--- config.mk ---
export PLATFORM = sky130hd
export DESIGN_NAME = flappy_game_ctrl
export DESIGN_NICKNAME = d
export VERILOG_FILES = /design/src/rtl/flappy_game_ctrl.sv
export SDC_FILE = /design/constraint.sdc
export NUM_CORES = 1
export LEC_CHECK = 0
export BUFFER_PORTS_ARGS = -buffer_cell sky130_fd_sc_hd__buf_2
export CORE_UTILIZATION = 38
export DETAILED_ROUTE_END_ITERATION = 6
export GPL_TIMING_DRIVEN = 0
export PLACE_DENSITY = 0.66
export SLEW_MARGIN = 20
export SYNTH_ARGS = -nofsm -noshare
export SYNTH_HDL_FRONTEND = slang
export SYNTH_SLANG_ARGS = --single-unit
--- constraint.sdc ---
create_clock -name clk -period 3.2 [get_ports clk]
set_input_delay 0.64 -clock clk [delete_from_list [all_inputs] [get_ports clk]]
set_output_delay 0.64 -clock clk [all_outputs]
set_load 0.05 [all_outputs]
--- src/rtl/flappy_game_ctrl.sv ---
// Game controller for a flappy-bird style game: start/play/over sequencing,
// game-tick generation with speed levels, flap latching and BCD scoring.
module flappy_game_ctrl #(
  parameter int TICK_DIV  = 25000000,
  parameter int TICK_STEP = 4000000,
  parameter int LEVEL_PTS = 5
) (
  input  logic       clk,
  input  logic       reset,
  input  logic       start_btn,
  input  logic       up_btn,
  input  logic       bird_over,
  input  logic       pipe_hit,
  input  logic       pipe_pass,
  output logic       bird_rst,
  output logic       bird_cont,
  output logic       bird_up,
  output logic [1:0] state,
  output logic [7:0] score,
  output logic [7:0] best,
  output logic [1:0] level,
  output logic       game_over
);

  localparam logic [1:0] ST_IDLE = 2'b00;
  localparam logic [1:0] ST_PLAY = 2'b01;
  localparam logic [1:0] ST_OVER = 2'b10;

  localparam int              PW        = (LEVEL_PTS > 1) ? $clog2(LEVEL_PTS) : 1;
  localparam logic [PW-1:0]   PASS_LAST = PW'(LEVEL_PTS - 1);
  localparam logic [31:0]     TICK_BASE = 32'(TICK_DIV - 1);

  function automatic logic [7:0] bcd_inc(input logic [7:0] v);
    logic [7:0] r;
    if (v == 8'h99) begin
      r = 8'h99;
    end else if (v[3:0] == 4'd9) begin
      r = {v[7:4] + 4'd1, 4'd0};
    end else begin
      r = {v[7:4], v[3:0] + 4'd1};
    end
    return r;
  endfunction

  function automatic logic [1:0] level_inc(input logic [1:0] v);
    logic [1:0] r;
    if (v == 2'd3) begin
      r = 2'd3;
    end else begin
      r = v + 2'd1;
    end
    return r;
  endfunction

  logic [1:0]    state_q, state_d;
  logic          start_prev_q, up_prev_q;
  logic [31:0]   tick_q, tick_d;
  logic          up_latch_q, up_latch_d;
  logic [7:0]    score_q, score_d;
  logic [7:0]    best_q, best_d;
  logic [1:0]    level_q, level_d;
  logic [PW-1:0] pass_q, pass_d;
  logic          bird_rst_q, bird_rst_d;
  logic          game_over_q, game_over_d;

  logic          start_press_s, up_press_s, cont_s;
  logic [31:0]   reload_s;

  assign start_press_s = start_btn & ~start_prev_q;
  assign up_press_s    = up_btn & ~up_prev_q;
  assign cont_s        = (state_q == ST_PLAY) && (tick_q == 32'd0);
  // Reload is sampled from level_q only at the zero crossing, so a level
  // change never disturbs a count already in progress.
  assign reload_s      = TICK_BASE - (32'(level_q) * 32'(TICK_STEP));

  // Next-state logic for the game FSM, tick counter, flap latch and scoring.
  always_comb begin
    state_d    = state_q;
    tick_d     = tick_q;
    up_latch_d = up_latch_q;
    score_d    = score_q;
    best_d     = best_q;
    level_d    = level_q;
    pass_d     = pass_q;
    case (state_q)
      ST_IDLE: begin
        tick_d     = TICK_BASE;
        up_latch_d = 1'b0;
        if (start_press_s) begin
          state_d = ST_PLAY;
          score_d = 8'h00;
          level_d = 2'd0;
          pass_d  = '0;
        end else begin
          state_d = ST_IDLE;
        end
      end
      ST_PLAY: begin
        if (bird_over || pipe_hit) begin
          state_d    = ST_OVER;
          tick_d     = TICK_BASE;
          up_latch_d = 1'b0;
          if (score_q > best_q) begin
            best_d = score_q;
          end else begin
            best_d = best_q;
          end
        end else begin
          if (cont_s) begin
            tick_d = reload_s;
          end else begin
            tick_d = tick_q - 32'd1;
          end
          // A press in the tick cycle itself keeps the request for the next tick.
          if (up_press_s) begin
            up_latch_d = 1'b1;
          end else if (cont_s) begin
            up_latch_d = 1'b0;
          end else begin
            up_latch_d = up_latch_q;
          end
          if (pipe_pass) begin
            score_d = bcd_inc(score_q);
            if (pass_q == PASS_LAST) begin
              pass_d  = '0;
              level_d = level_inc(level_q);
            end else begin
              pass_d  = pass_q + PW'(1);
              level_d = level_q;
            end
          end else begin
            score_d = score_q;
          end
        end
      end
      ST_OVER: begin
        tick_d     = TICK_BASE;
        up_latch_d = 1'b0;
        if (start_press_s) begin
          state_d = ST_IDLE;
        end else begin
          state_d = ST_OVER;
        end
      end
      default: begin
        state_d    = ST_IDLE;
        tick_d     = TICK_BASE;
        up_latch_d = 1'b0;
      end
    endcase
    bird_rst_d  = (state_d == ST_IDLE);
    game_over_d = (state_d == ST_OVER);
  end

  // State registers; button history resets high so a held button is not a press.
  always_ff @(posedge clk or posedge reset) begin
    if (reset) begin
      state_q      <= ST_IDLE;
      start_prev_q <= 1'b1;
      up_prev_q    <= 1'b1;
      tick_q       <= TICK_BASE;
      up_latch_q   <= 1'b0;
      score_q      <= 8'h00;
      best_q       <= 8'h00;
      level_q      <= 2'd0;
      pass_q       <= '0;
      bird_rst_q   <= 1'b1;
      game_over_q  <= 1'b0;
    end else begin
      state_q      <= state_d;
      start_prev_q <= start_btn;
      up_prev_q    <= up_btn;
      tick_q       <= tick_d;
      up_latch_q   <= up_latch_d;
      score_q      <= score_d;
      best_q       <= best_d;
      level_q      <= level_d;
      pass_q       <= pass_d;
      bird_rst_q   <= bird_rst_d;
      game_over_q  <= game_over_d;
    end
  end

  assign state     = state_q;
  assign score     = score_q;
  assign best      = best_q;
  assign level     = level_q;
  assign bird_rst  = bird_rst_q;
  assign game_over = game_over_q;
  assign bird_cont = cont_s;
  assign bird_up   = up_latch_q & cont_s;

endmodule

Word-level counts from Yosys, hierarchy flattened
Cells that the tools add are included.
{"block": "totals", "reg_bits": 60, "input_bits": 7, "out_inout_bits": 24, "elab_cells": 76}
{"block": "op_classes", "n_addsub": 6, "mul": 1, "magnitude_cmp": 1, "eq_ne": 13, "mux": 28, "bitwise_logic": 5, "reduce_logical": 10}
{"op": "32-bit 2-to-1 mux", "n": 3}
{"op": "8-bit 2-to-1 mux", "n": 5}
{"op": "32-bit logical NOT", "n": 1}
{"op": "32-bit by 1-bit subtractor with 32-bit output, second input constant", "n": 1}
{"op": "25-bit by 24-bit subtractor with 26-bit output, first input constant", "n": 1}
{"op": "2-bit by 14-bit multiplier with 16-bit output, second input constant", "n": 1}
{"op": "8-bit one-hot mux with 2 select lines", "n": 1}
{"op": "2-bit 2-to-1 mux", "n": 7}
{"op": "3-bit 2-to-1 mux", "n": 4}
{"op": "5-bit AND reduction", "n": 2}
{"op": "4-bit by 1-bit adder with 4-bit output, second input constant", "n": 2}
{"op": "8-bit == test, second input constant", "n": 1}
{"op": "8-bit > comparator", "n": 1}
{"op": "2-bit == test, second input constant", "n": 3}
{"op": "2-bit inequality test, second input constant", "n": 3}
{"op": "2-bit one-hot mux with 3 select lines", "n": 1}
{"op": "3-bit one-hot mux with 2 select lines", "n": 1}
{"op": "1-bit 2-to-1 mux", "n": 5}
{"op": "4-bit == test, second input constant", "n": 1}
{"op": "2-bit logical NOT", "n": 2}
{"op": "4-bit by 3-bit inequality test with 1-bit output, second input constant", "n": 1}
{"op": "2-bit one-hot mux with 2 select lines", "n": 1}
{"op": "4-bit AND reduction", "n": 1}
{"op": "3-bit by 1-bit adder with 3-bit output, second input constant", "n": 1}
{"op": "other kinds (11)", "n": 14}

Longest topological paths before layout
{"block": "logic_depth", "word_depth": 6, "depth_mapped": 8, "depth_no_buf": 7}

Least setup slack after synthesis
Ideal clock, no wire load.
{"block": "synth_path", "path_type": "reg2out", "start": "register tick_q[20]", "end": "output bird_up", "t_arrival_ns": 3.050, "required_ns": 2.560, "slack_ns": -0.490, "stages_incl_launch_ff": 6, "n_path_buf": 1, "cell_sequence": "dfstp_2 or3_4 or4_4 buf_6 nor4_2 and2_1"}
{"block": "synth_between", "elab_chain_len": 3}
{"item": "from (decl)", "line": "57", "rtl": "logic [31:0] tick_q, tick_d;"}
{"item": "from (signal assigned)", "line": "173", "rtl": "tick_q <= tick_d;"}
{"item": "32-bit logical NOT", "line": "71", "rtl": "assign cont_s = (state_q == ST_PLAY) && (tick_q == 32'd0);"}
{"item": "1-bit logical AND", "line": "71"}
{"item": "net bird_cont", "line": "16", "rtl": "output logic bird_cont,"}
{"item": "1-bit bitwise AND", "line": "191", "rtl": "assign bird_up = up_latch_q & cont_s;"}
{"item": "to (decl)", "line": "17", "rtl": "output logic bird_up,"}
The timed path passes the listed nets, and every way through them passes these cells.

Worst setup path in the final report
{"block": "layout_path", "start": "register tick_q[18]", "end": "output bird_cont"}
{"block": "layout_between", "elab_chain_len": 2}
{"item": "32-bit logical NOT", "line": "71"}
{"item": "1-bit logical AND", "line": "71"}
{"item": "to (decl)", "line": "16"}
Every way passes these cells.

==> results.sh <==
export IMPL_synthTopCellsByCount="40 x dfrtp_1, 30 x nor2_1, 26 x nand2_1"
export IMPL_antenna_found_initial=0
export IMPL_grtUsageTotal=0.180
export IMPL_dpl_cell_area_um2=3570
export IMPL_synth_top_family_by_area="simple AND/OR/NAND/NOR gates"
export IMPL_nets=400
export IMPL_cp_end_kind="output port"
export IMPL_synth_simple_area_share=0.215
export IMPL_path_class="reg2out"
export IMPL_p_per_area_nw_per_um2=480
export IMPL_clk_path_buf_depth=2
export IMPL_synth_most_common_cell="dfrtp_1"
export IMPL_synth_compound_area_frac=0.114
export IMPL_ys_types=48
export IMPL_ys_seq_area_frac=0.469
export IMPL_finalHoldViolCount=0
export IMPL_crit_chain="or3_4 -> or4_4 -> buf_6 -> nor4_4 -> buf_4 -> buf_2"
export IMPL_synth_edf_count=0
export IMPL_cts_tree="yes"
export IMPL_synth_ff_type="dfrtp_1"
export IMPL_maxSlewViolCount=0
export IMPL_boundaryPins=31
export IMPL_coreArea_um2=8260
export IMPL_crit_arrival_ps=2410
export IMPL_htree_levels=3
export IMPL_p_sw_frac=0.303
export IMPL_avgViaCountPerCell=5.40
export IMPL_clock_sinks=60
export IMPL_synth_xor_area_frac=0.0618
export IMPL_finalSetupViolCount=0
export IMPL_tightestPinTransition_ps=958
export IMPL_fillers=801
export IMPL_yosysTopAreaCell="dfrtp_1"
export IMPL_fin_setup_tns_ps=0
export IMPL_ant_nets=0
export IMPL_clock_latency_ps=340
export IMPL_r2r_slack_ps=490
export IMPL_slowest_delay_ps=420
export IMPL_p_seq_frac=0.459
export IMPL_p_switching_mw=0.552
export IMPL_clock_power_share=0.390
export IMPL_cp_num_buf_inv=3
export IMPL_wirelength_um=7290
export IMPL_start_kind="register"
export IMPL_dp_final_hpwl_um=5080
export IMPL_syn_area_um2=3260
export IMPL_synth_area_mux_share=0.0330
export IMPL_syn_inst=330
export IMPL_yosysWarnings=0
export IMPL_ys_ff_latch=60
export IMPL_ir_drop_mv=0.263
export IMPL_postCtsHoldBufs=0
export IMPL_start_util=0.395
export IMPL_syn_to_final_growth_pct=16.3
export IMPL_gp_congestion=0.804
export IMPL_min_path_type="in2async"
export IMPL_rows=33
export IMPL_grt_pass1_wl_um=12300
export IMPL_grt_max_degree=44
export IMPL_slew_headroom=0.356
export IMPL_period_share=0.952
export IMPL_synthArstFlopShare=1.00
export IMPL_p_int_mw=1.27
export IMPL_n_antenna_cell=0
export IMPL_yosys_top_cells_area="dfrtp_1 31%, dfstp_2 16%, ha_1 7.3%"
export IMPL_die_h_um=94.6
export IMPL_startpoint="tick_q[18]"
export IMPL_clock_skew_ps=10.1
export IMPL_drive_above_1_share=0.235
export IMPL_wl_per_cell_um=15.1
export IMPL_status="finished clean"
export IMPL_die_area_um2=8950
export IMPL_die_x_um=94.6
export IMPL_p_leak_nw=1.65
export IMPL_fmax_mhz=328
export IMPL_synthAdderAreaFrac=0.0730
export IMPL_rsz0062_at_grt="false"
export IMPL_p_comb_frac=0.150
export IMPL_grt_pass1_vias=2571
export IMPL_worstPathRequired_ps=2560
export IMPL_critPathMaxFanout=9
export IMPL_period_needed_ps=3050
export IMPL_synth_top_cell_area_share=0.307
export IMPL_stdcell_area_um2=3790
export IMPL_cts_buffers_inserted=9
export IMPL_synth_net_count=356
export IMPL_avgSynthCellArea_um2=9.87
export IMPL_drt_iter0_drc=104
export IMPL_io_buffer_count=30
export IMPL_cts_root_buf="clkbuf_8"
export IMPL_crit_family="simple AND/OR/NAND/NOR gates"
export IMPL_gr_total_overflow=0
export IMPL_crit_path_top_delay_cell="or4_4"
export IMPL_drv_cap=0
export IMPL_drc=0
export IMPL_rr_startpoint="tick_q[5]"
export IMPL_vias=2616
export IMPL_clk_pin_slew_ps=70
export IMPL_firstDrtPassIters=6
==> layer usage <==
metal,GRT usage,share of wire
met1,0.226,0.47
met2,0.303,0.47
met3,0.0411,0.044
met4,0.0657,0.017
met5,0,0
==> cell families after synthesis <==
group | count (synthesis)
muxes | 10
AOI/OAI and AO/OA | 61
and+or+nand+nor | 129
buffers and inverters | 28
adders and majority gates | 19
xor gates and xnor gates | 23
DFF | 60
==> cell type report <==
| type | count | area [um^2] | area share |
|---|---|---|---|
| Multi-Input combinational cell | 242 | 1630 | 0.429 |
| Sequential cell | 60 | 1530 | 0.403 |
| Timing Repair Buffer | 33 | 185 | 0.0489 |
| Clock buffer | 12 | 155 | 0.0410 |
| Tap cell | 105 | 131 | 0.0347 |
| Inverter | 19 | 73.8 | 0.0195 |
| Clock inverter | 4 | 47.5 | 0.0125 |
| Buffer | 9 | 43.8 | 0.0116 |
==> power by group through the flow <==
stage | logic [mW] | clock network, mW | registers, mW
finish | 0.273 | 0.710 | 0.836
global route | 0.305 | 0.754 | 0.843
CTS | 0.276 | 0.725 | 0.835
detailed placement | 0.275 | 0 | 0.848
global placement | 0.268 | 0 | 0.847
floorplan | 0.109 | 0 | 0.936
==> repair_timing <==
item	CTS	global route
setup buffers	2	0
endpoints found under the setup margin	2	0
gates resized for setup	0	0
==> per-stage QoR <==
step	instances	power, mW	hold WS [ps]	worst slack (ps)	util
final	484	1.82	229	153	0.459
after detailed placement	466	1.12	453	157	0.432
after floorplan	330	1.05	432	26.5	-
after CTS	484	1.84	233	145	0.459
after global placement	465	1.11	445	183	0.430
after global routing	484	1.90	243	41.3	0.459
==> path summary, 6_finish.rpt <==
kind,end,cells past startpoint
worst max-delay path,bird_cont,6
worst min-delay path,score[5],2
worst max register to register,tick_q[25],6
worst min register to register,tick_q[0],1
max in group asynchronous,tick_q[21],3
min in group clk,up_prev_q,1
==> registers in the layout, indices dropped and copies added (netlist names) <==
register,flops
tick_q,32
best,8
score,8
pass_q,3
level,2
state,2
bird_rst,1
game_over,1
start_prev_q,1
up_latch_q,1
up_prev_q,1
==> cell usage in the layout (no fill, tap or decap), types with 4 or more instances in the layout <==
cell / instances
dfrtp_1: 40
buf_2: 31
nor2_1: 30
nand2_1: 26
o21ai_0: 24
dfstp_2: 20
ha_1: 19
inv_1: 18
xnor2_1: 16
nor3_1: 14
a21oi_1: 14
clkbuf_8: 11
nor4_1: 8
xor2_1: 7
nand3_1: 7
clkbuf_1: 7
a211oi_1: 6
nand4_1: 6
or3_1: 6
mux2_2: 6
or4_1: 5
mux2i_1: 4
Note: power is estimated with default switching activity, not from simulation.
